`config.mk`:
```
export PLATFORM = sky130hd
export DESIGN_NAME = reset_sequencer
export DESIGN_NICKNAME = d
export VERILOG_FILES = /design/src/rtl/reset_sequencer.sv
export SDC_FILE = /design/constraint.sdc
export NUM_CORES = 1
export LEC_CHECK = 0
export ABC_CLOCK_PERIOD_IN_PS = 6450
export BUFFER_PORTS_ARGS = -buffer_cell sky130_fd_sc_hd__buf_2
export CAP_MARGIN = 25
export CORE_AREA = 10 10 86 88
export CTS_CLUSTER_DIAMETER = 80
export DETAILED_ROUTE_END_ITERATION = 6
export DIE_AREA = 0 0 96 98
export PLACE_DENSITY = 0.53
export SLEW_MARGIN = 0
export SYNTH_ARGS = -nofsm -noshare
export SYNTH_HDL_FRONTEND = slang
export SYNTH_SLANG_ARGS = --single-unit
```
`constraint.sdc`:
```
create_clock -name clk -period 6.45 [get_ports clk]
set_input_delay 0.9675 -clock clk [delete_from_list [all_inputs] [get_ports clk]]
set_output_delay 0.9675 -clock clk [all_outputs]
set_load 0.01 [all_outputs]
```
`src/rtl/reset_sequencer.sv`:
```
// Reset sequencer: holds all downstream domains in reset, then releases them
// one at a time, waiting for each stage's ready ack and a settle delay.
// Lost acks or ack timeouts park the block in FAULT until a software restart.
module reset_sequencer #(
    parameter int unsigned NUM_STAGES  = 3,
    parameter int unsigned CNTR_WIDTH  = 16,
    parameter int unsigned HOLD_CYCLES = 1024,
    parameter int unsigned ACK_TIMEOUT = 50000,
    parameter int unsigned STAGE_DELAY = 500
) (
    input  logic                  clk,
    input  logic                  global_reset,
    input  logic                  sw_reset_req,
    input  logic [NUM_STAGES-1:0] stage_ack,
    output logic [NUM_STAGES-1:0] stage_rst,
    output logic                  all_ready,
    output logic                  fault,
    output logic [2:0]            fault_stage
);

    localparam int unsigned IDX_W = 3;

    localparam logic [CNTR_WIDTH-1:0] HOLD_LAST   = CNTR_WIDTH'(HOLD_CYCLES - 1);
    localparam logic [CNTR_WIDTH-1:0] ACK_LAST    = CNTR_WIDTH'(ACK_TIMEOUT - 1);
    localparam logic [CNTR_WIDTH-1:0] SETTLE_LAST = CNTR_WIDTH'(STAGE_DELAY - 1);
    localparam logic [IDX_W-1:0]      LAST_IDX    = IDX_W'(NUM_STAGES - 1);

    typedef enum logic [2:0] {
        HOLD     = 3'd0,
        RELEASE  = 3'd1,
        WAIT_ACK = 3'd2,
        SETTLE   = 3'd3,
        DONE     = 3'd4,
        FAULT    = 3'd5
    } state_e;

    state_e                  state_q, state_d;
    logic [CNTR_WIDTH-1:0]   cnt_q, cnt_d;
    logic [IDX_W-1:0]        idx_q, idx_d;
    logic [NUM_STAGES-1:0]   stage_rst_q, stage_rst_d;
    logic                    all_ready_q, all_ready_d;
    logic                    fault_q, fault_d;
    logic [IDX_W-1:0]        fault_stage_q, fault_stage_d;

    logic                    cur_ack;
    logic                    lost_any;
    logic [IDX_W-1:0]        lost_idx;

    // Ack of the stage being released, and lowest released stage whose ack is low
    always_comb begin
        cur_ack  = 1'b0;
        lost_any = 1'b0;
        lost_idx = '0;
        for (int j = int'(NUM_STAGES) - 1; j >= 0; j--) begin
            if (IDX_W'(j) == idx_q) begin
                cur_ack = stage_ack[j];
            end
            if (!stage_ack[j] &&
                ((state_q == DONE) ||
                 (((state_q == WAIT_ACK) || (state_q == SETTLE)) && (IDX_W'(j) < idx_q)))) begin
                lost_any = 1'b1;
                lost_idx = IDX_W'(j);
            end
        end
    end

    // Next-state, counter, stage index and registered output values
    always_comb begin
        state_d       = state_q;
        cnt_d         = cnt_q;
        idx_d         = idx_q;
        stage_rst_d   = stage_rst_q;
        fault_stage_d = fault_stage_q;

        if (sw_reset_req) begin
            state_d     = HOLD;
            cnt_d       = '0;
            idx_d       = '0;
            stage_rst_d = '1;
        end else begin
            case (state_q)
                HOLD: begin
                    stage_rst_d = '1;
                    if (cnt_q == HOLD_LAST) begin
                        state_d = RELEASE;
                        cnt_d   = '0;
                        idx_d   = '0;
                    end else begin
                        cnt_d = cnt_q + CNTR_WIDTH'(1);
                    end
                end
                RELEASE: begin
                    state_d = WAIT_ACK;
                    cnt_d   = '0;
                    // Stages up to and including idx are out of reset
                    for (int j = 0; j < int'(NUM_STAGES); j++) begin
                        stage_rst_d[j] = (IDX_W'(j) > idx_q);
                    end
                end
                WAIT_ACK: begin
                    if (lost_any) begin
                        state_d       = FAULT;
                        cnt_d         = '0;
                        stage_rst_d   = '1;
                        fault_stage_d = lost_idx;
                    end else if (cur_ack) begin
                        state_d = SETTLE;
                        cnt_d   = '0;
                    end else if (cnt_q == ACK_LAST) begin
                        state_d       = FAULT;
                        cnt_d         = '0;
                        stage_rst_d   = '1;
                        fault_stage_d = idx_q;
                    end else begin
                        cnt_d = cnt_q + CNTR_WIDTH'(1);
                    end
                end
                SETTLE: begin
                    if (lost_any) begin
                        state_d       = FAULT;
                        cnt_d         = '0;
                        stage_rst_d   = '1;
                        fault_stage_d = lost_idx;
                    end else if (cnt_q == SETTLE_LAST) begin
                        cnt_d = '0;
                        if (idx_q == LAST_IDX) begin
                            state_d     = DONE;
                            stage_rst_d = '0;
                        end else begin
                            state_d = RELEASE;
                            idx_d   = idx_q + IDX_W'(1);
                        end
                    end else begin
                        cnt_d = cnt_q + CNTR_WIDTH'(1);
                    end
                end
                DONE: begin
                    stage_rst_d = '0;
                    if (lost_any) begin
                        state_d       = FAULT;
                        cnt_d         = '0;
                        stage_rst_d   = '1;
                        fault_stage_d = lost_idx;
                    end
                end
                FAULT: begin
                    stage_rst_d = '1;
                end
                default: begin
                    state_d     = HOLD;
                    cnt_d       = '0;
                    idx_d       = '0;
                    stage_rst_d = '1;
                end
            endcase
        end

        all_ready_d = (state_d == DONE);
        fault_d     = (state_d == FAULT);
    end

    // State and output registers with synchronous global reset
    always_ff @(posedge clk) begin
        if (global_reset) begin
            state_q       <= HOLD;
            cnt_q         <= '0;
            idx_q         <= '0;
            stage_rst_q   <= '1;
            all_ready_q   <= 1'b0;
            fault_q       <= 1'b0;
            fault_stage_q <= '0;
        end else begin
            state_q       <= state_d;
            cnt_q         <= cnt_d;
            idx_q         <= idx_d;
            stage_rst_q   <= stage_rst_d;
            all_ready_q   <= all_ready_d;
            fault_q       <= fault_d;
            fault_stage_q <= fault_stage_d;
        end
    end

    assign stage_rst   = stage_rst_q;
    assign all_ready   = all_ready_q;
    assign fault       = fault_q;
    assign fault_stage = fault_stage_q;

endmodule
```
==> reports/results.txt, run 1 <==
The worst slack at placement was 3462 ps. The total standard cell area after synthesis is 2052 µm². Per report_power, the sequential group accounts for 51.8% of the total. The top cell type by area accounts for 29.27% of the synthesized area. The die area came out at 9408 µm². Global routing used 10.59% of the available tracks across all layers.

Post-CTS timing repair inserted 0 buffers for setup. The worst-case reg-to-reg path depth came out at 8. At the pin with the least slew margin, the transition time is 959.6 ps. In this run the worst hold path is classified as register to register. By startpoint and endpoint, the worst setup path is classified as register to register. Clock-pin slew was measured on the worst setup and hold paths at 60 ps.

The count of nets left with antenna violations once routing finished came out at 0. Setup repair after global routing left no endpoint under its margin. VDD sags by at most 0.00006613 V. The initial core utilization is 35.71%, and the final weighted congestion of routability-driven global placement is 0.8848. Along the worst hold path, the cell count comes to 2. Counting buffers and inverters, the worst setup path is 8 cells deep. Counting I/O delays and the setup requirement, the final critical path takes 2707 ps. The cell family with the largest share of critical-path delay is compound AO/OA/AOI/OAI gates. In this design, the stage delay of the slowest critical-path cell is 650 ps.

For the worst-case headroom to the max-slew limit, the log shows 35.91%. The number of clock sinks seen by CTS came out at 30. The top-level port count is 14.

For the total number of yosys warnings, the log shows 0. The pre-antenna-repair detailed-routing pass consisted of 4 iterations. The final worst-path cycle share is 41.97%. The primary flip-flop cell chosen by synthesis mapping is dfxtp_1. Between clock sinks in the finished design, the worst skew comes to 4.673 ps. For the number of buffers created by CTS, the log shows 5. The half-perimeter wire length after placement was 3567 µm; the final number of hold-violating endpoints was 0.

Of all cell types, the one taking the most synthesized area is dfxtp_1. Gates resized during post-CTS repair numbered 0. The final layout contains routed wiring with a total length of 4953 µm.

The total inserted antenna cells came out at 0. The logs give 280 ps for the insertion delay of the later-clocked pin in the worst-skew pair and 0 for the initial antenna violation count. Wire length per cell: 14.87 µm. STA classifies the critical path startpoint as a register. Switching power as a share of total power: 22.85%.

The area growth from synthesis to final layout works out to 9.086%. The power share of the combinational group is 4.3%, and the final max-slew violation count is 0. The count of buffers inserted at the top-level ports was 13. Counting flops and latches in the post-synthesis netlist gives 30.

For this block, the initial DRC count from the detailed router was 169. At the worst endpoint, the arrival time is 2890 ps. The tools report the gate count after technology mapping as 248. Areal power density over the cells: 160.9 nW/µm². Static timing analysis puts the maximum clock frequency at 0.3694 GHz. Summing over every cut layer, the via total after detailed routing is 1,888.

The number of core rows is 28, and the net switching power of the design is 0.00008228 W. Setup violations remaining at the end of the flow were counted as 0. STA classifies the critical path endpoint as a register.

The total grt overflow was 0. Worst-path cell with the longest stage delay: o211ai_2. The number of nets in the synthesized netlist is 258. Using the TritonRoute via totals, the vias-per-cell ratio works out to 5.670.

By instance count, the leading cell after synthesis is dfxtp_1. Counting instances in the post-synthesis netlist gives the leading cell types as dfxtp_1 (30), nor2_1 (22), nand2_1 (16), nand3_1 (16), a21oi_1 (14). Internal power component: 0.0002778 W. Of the cells placed in the final design, the portion with a size suffix greater than 1 is 17.05%. Max-cap violations in this run came to 0. Summing internal, switching and leakage power gives 0.0003601 W. After detailed routing, the number of remaining DRC violations is 0.

For the maximum buffer depth of the clock tree, the log shows 2. The x dimension of the die was 96 µm; the via count of the first global-routing pass was 1,662. From bottom edge to top edge, the die measures 98 µm. The average instance in the mapped netlist occupies 8.274 µm².

The tools report the data required time at the worst endpoint as 6630 ps. The critical path goes through inv_1 -> ha_1 -> a21oi_1 -> o21ai_0 -> and2_1 -> o211ai_2 -> nand3_2 -> o311ai_1. In this run, synthesis inferred 0 flip-flops with an integrated enable. The net count of the finished layout is 267. The tools report the pin count of the biggest net entering global routing as 32. The final critical-path setup slack was 3743 ps. The clock network burns 43.9% of the power. The analysis attributes to cell leakage a power of 0.8359 nW. Ranked by total cell area, the synthesized netlist is headed by dfxtp_1 (29%), nor2_1 (4.0%), nand3_1 (3.9%). The maximum level of the CTS H-tree was 2; the sum of negative setup slack was 0 ps. Synthesis instantiated 65 different standard cells from the library.

After synthesis, the share of flip-flops with an asynchronous set or reset is 0%. The run gives 0 as the number of buffers inserted by hold repair at cts. TritonCTS built the clock tree. Along the worst path, the maximum fanout reaches 18. The tree is rooted in a clkbuf_8. The number of buffer and inverter stages on the critical path is 1. The flow ran to the end, and the final reports show no timing, DRC or antenna violations.

The first global-routing pass estimated 8273 µm of wire. The sequential element share of the synthesized area came out at 29.27%. In this run the standard cell core region covers 5746 µm².
-- cells in the final DEF, fill, tap and decap left out, types with 5 or more instances in the layout --
cell and instances:
a21oi_1 14, a22o_1 5, a41o_1 5, and3_1 8
buf_2 13, clkbuf_8 6, dfxtp_1 30, inv_1 6
nand2_1 16, nand2b_1 6, nand3_1 16, nand4_1 9
nor2_1 22, nor2b_1 5, o21ai_0 10, o21ai_1 7
o311ai_1 6
-- area by class of cell --
| class | count | area [µm²] |
|---|---|---|
| Fill cell | 623 | 3507 |
| Multi-Input combinational cell | 199 | 1354 |
| Sequential cell | 30 | 600.6 |
| Tap cell | 75 | 93.84 |
| Clock buffer | 7 | 86.33 |
| Timing Repair Buffer | 14 | 72.57 |
| Inverter | 7 | 26.28 |
| Clock inverter | 1 | 5.005 |
-- sequential cells by signal, summed over array words and instances (netlist names) --
register	cells
stage_rst	3
state_q	3
idx_q	3
fault	1
all_ready	1
cnt_q	16
fault_stage	3
-- tightest hold or removal path, stage by stage, from the launching register on --
cell	delay [ps]
dfxtp_1	310
o21ai_0	60
a21oi_1	60
-- cell families after synthesis --
| logic type | share of synthesized area (%) |
|---|---|
| DFF | 29.27 |
| and+or+nand+nor | 32.38 |
| buffers and inverters | 4.755 |
| AOI/OAI and AO/OA | 28.84 |
| muxes | 1.463 |
| xor gates and xnor gates | 0.8538 |
| adders and majority gates | 2.439 |
-- through the flow --
step	utilization, %	cells	hold slack, ps	cell area, µm²
floorplan	-	248	455.1	2052
global placement	37.24	324	455.6	2140
detailed placement	37.24	324	465.2	2140
CTS	38.83	332	475.6	2231
global route	38.96	333	503.9	2238
finish	38.96	333	474.0	2238
-- power groups by stage --
stage	clock network (W)	logic [W]	registers (W)
final	0.000158	0.0000154	0.000186
after global routing	0.000170	0.0000168	0.000186
after CTS	0.000162	0.0000150	0.000186
after detailed placement	0	0.0000150	0.000191
after global placement	0	0.0000148	0.000191
after floorplan	0	0.00000899	0.000191
-- final timing paths --
check        slack [ps]             end           start
min reg2reg         470  fault_stage[1]  fault_stage[1]
min                 470  fault_stage[1]  fault_stage[1]
max                3740       cnt_q[13]        idx_q[0]
max reg2reg        3740       cnt_q[13]        idx_q[0]
-- layer usage --
metal  wire length [µm]  vias up  global-route usage, %
li1                   -      969                      -
met1               2439      872                  14.78
met2               2198       39                  14.97
met3                228        8                  2.527
met4                 87        0                  4.427
met5                  0        -                      0
No activity file was read; power rests on OpenSTA's default activity.
==> run 2: changes to the inputs <==
Settings changed: ABC_CLOCK_PERIOD_IN_PS 6450 to 2300, PLACE_DENSITY 0.53 to 0.55.
Clock period 6.45 ns to 2.3 ns, I/O delays scaled along.
==> reports/results.txt, run 2 (synthesis results as in run 1) <==
The run finished with clean final reports. The logs give 2480 ps (-4150 ps) for the data required time at the worst endpoint and 0.4702 GHz (+27%) for the fmax. The x dimension of the die works out to 96 µm (unchanged). The slowest stage of the critical path is the dfxtp_1 cell.

The switching power as a share of total power came out at 24.10% (+1.3 points). The largest driver fanout on the critical path was 7 (-11). The share of power burned in the clock network came out at 41.9% (-2.0 points).

The final max-slew violation count is 0 (unchanged). The number of flip-flops in the largest register is 16 (unchanged), and the total global-route track usage is 11.76% (+1.2 points). For the detailed-routing iteration count for the pre-antenna-repair pass, the log shows 4 (unchanged).

The pin count of the biggest net entering global routing was 27 (-16%); the final worst-path cycle share was 92.46% (+50 points). The tree is rooted in a clkbuf_8. The tools report the worst-case headroom to the max-slew limit as 56.94% (+21 points). The total inserted antenna cells was 0 (unchanged). The setup path with the least slack is of type register to register. The register clock-pin slew on the reported worst setup and hold paths was 70 ps (about the same); the number of buffers inserted by hold repair at cts was 0 (unchanged).

The commonest non-fill, non-tap cell in the layout is dfxtp_1. The clock period minus worst slack was 2127 ps (-580.5 ps); the arrival time reported for the critical path endpoint was 2310 ps (-580 ps). The insertion delay of the later-clocked pin in the worst-skew pair is 290 ps (about the same). STA classifies the critical path endpoint as a register. The sum of negative setup slack is 0 ps (unchanged), and the worst slack at placement is 108.1 ps (-3353 ps).

The final number of hold-violating endpoints was 0 (unchanged); the internal power component was 0.0007486 W (+170%). The maximum buffer depth of the clock tree is 2 (unchanged), and the core outline area is 5746 µm² (unchanged). Power share of the combinational group: 5.1% (+0.8 points). The library cells used most frequently in the layout, excluding fill and tap cells, are dfxtp_1 (30), nor2_1 (22), buf_4 (18).

The global-route wire length before repair came out at 8949 µm (+8.2%). The run gives 2,040 (+8.1%) as the total via count in the routed design. For the initial core utilization, the log shows 35.71% (unchanged).

The worst clock skew was 7.131 ps (+2.458 ps). The measured slew at the worst slew-check pin is 643.8 ps (-315.8 ps), and the routed via count divided by cell count is 5.829 (+2.8%). The run gives 0 (unchanged) as the number of max-cap violations.

The delay contributed by the slowest stage of the critical path came out at 330 ps (-320 ps). The logs give 0 (unchanged) for the remaining number of nets flagged by the antenna check after routing and 125 (-26%) for the count of routing violations after the opening detailed-route iteration. The initial antenna violation count was 0 (unchanged); the wire length per cell was 15.97 µm (+7.3%).

For the die area, the log shows 9408 µm² (unchanged). Number of buffers created by CTS: 5 (unchanged). The count of buffers inserted at the top-level ports is 13 (unchanged), and the overall die height is 98 µm (unchanged). Via count of the first global-routing pass: 1,844 (+11%). The number of clock sinks seen by CTS is 30 (unchanged). The final critical-path setup slack was 173.5 ps (-3570 ps). The logs give 0.9151 nW (+9.5%) for the standby leakage power and 14 (unchanged) for the top-level port count. The tools report the net switching power of the design as 0.0002377 W (+190%).

The run gives 285 (+6.7%) as the final layout net count. The most flop-heavy register is cnt_q. The tools report the aggregate routed wire length as 5588 µm (+13%). The half-perimeter wire length after placement is 3919 µm (+9.9%), and the number of core rows is 28 (unchanged).

For the total grt overflow, the log shows 0 (unchanged). The share of final-layout standard cells stronger than drive strength 1 is 23.27% (+6.2 points). The area growth from synthesis to final layout works out to 16.34%.

The startpoint type of the worst setup path is a register. Areal power density over the cells: 413.2 nW/µm² (+160%). For the number of setup violations in the final report, the log shows 0 (unchanged).

The part of the total power dissipated in sequential elements was 53.0% (+1.2 points). Setup repair after global routing left no endpoint under its margin. The maximum level of the CTS H-tree was 2 (unchanged). Worst-case vdd ir drop: 0.0001952 V (+200%).

The critical path goes through inv_1 -> ha_1 -> nor2b_1 -> a311oi_2 -> and2_1 -> o211ai_2 -> buf_4 -> a41o_1 -> a22o_1. The final weighted congestion of routability-driven global placement is 0.8467 (-4.3%). TritonCTS built the clock tree.

The run gives 0 (unchanged) as the number of buffers added for setup after CTS. The tightest min-delay check is of the primary input to register type. The final routed DRC violation total was 0 (unchanged).
-- run 2: worst max-delay path: cells and delay by family, from the launching register on --
family          cells  cell delay [ps]
fa+ha+maj           1              240
compound gates      4              830
buf+inv             2              290
simple gates        2              340
flops               1              330
-- run 2: power by group through the flow --
stage,Sequential (W),Combinational (W),Clock [W]
5_1_grt,0.000523,0.0000544,0.000443
3_3_place_gp,0.000535,0.0000476,0
6_report,0.000523,0.0000499,0.000413
4_1_cts,0.000523,0.0000477,0.000427
2_1_floorplan,0.000534,0.0000252,0
3_5_place_dp,0.000535,0.0000475,0
-- run 2: cell type report --
| type | count | area [µm²] |
|---|---|---|
| sequential | 30 | 600.6 |
| timing repair buffer | 31 | 200.2 |
| inverter | 7 | 26.28 |
| clock buffer | 7 | 76.32 |
| tap | 75 | 93.84 |
| fill | 600 | 3358 |
| multi-input combinational | 200 | 1390 |
-- run 2: metrics by stage --
step,std cells,util (%),hold slack (ps),instance area [µm²],power (W)
2_1_floorplan,248,-,414.1,2052,0.0005595
4_1_cts,349,40.92,262.6,2351,0.0009975
3_5_place_dp,342,39.59,467.0,2275,0.0005823
6_report,350,41.55,265.6,2387,0.0009863
5_1_grt,350,41.55,268.9,2387,0.001020
3_3_place_gp,342,39.59,456.9,2275,0.0005823
-- run 2: metal layers --
metal	part of all wire, %	wire, µm	vias to the layer above	global-route usage [%]
met4	2.5	140	0	6.129
met1	46	2562	978	15.20
met2	48	2656	46	17.66
met5	0	0	-	0
li1	-	-	1005	-
met3	4.1	229	11	2.527
-- run 2: worst paths after layout --
kind	cells after the start	to	slack, ps	from
min	2	fault_stage[1]	270	global_reset
min reg2reg	2	fault_stage[2]	470	fault_stage[2]
max	9	cnt_q[11]	170	idx_q[0]
max reg2reg	9	cnt_q[11]	170	idx_q[0]
-- run 2: timing repair --
action / in CTS / in global routing
setup endpoints to repair: 0 / 9
hold endpoints to repair: 0 / 0
resized for setup: 0 / 5
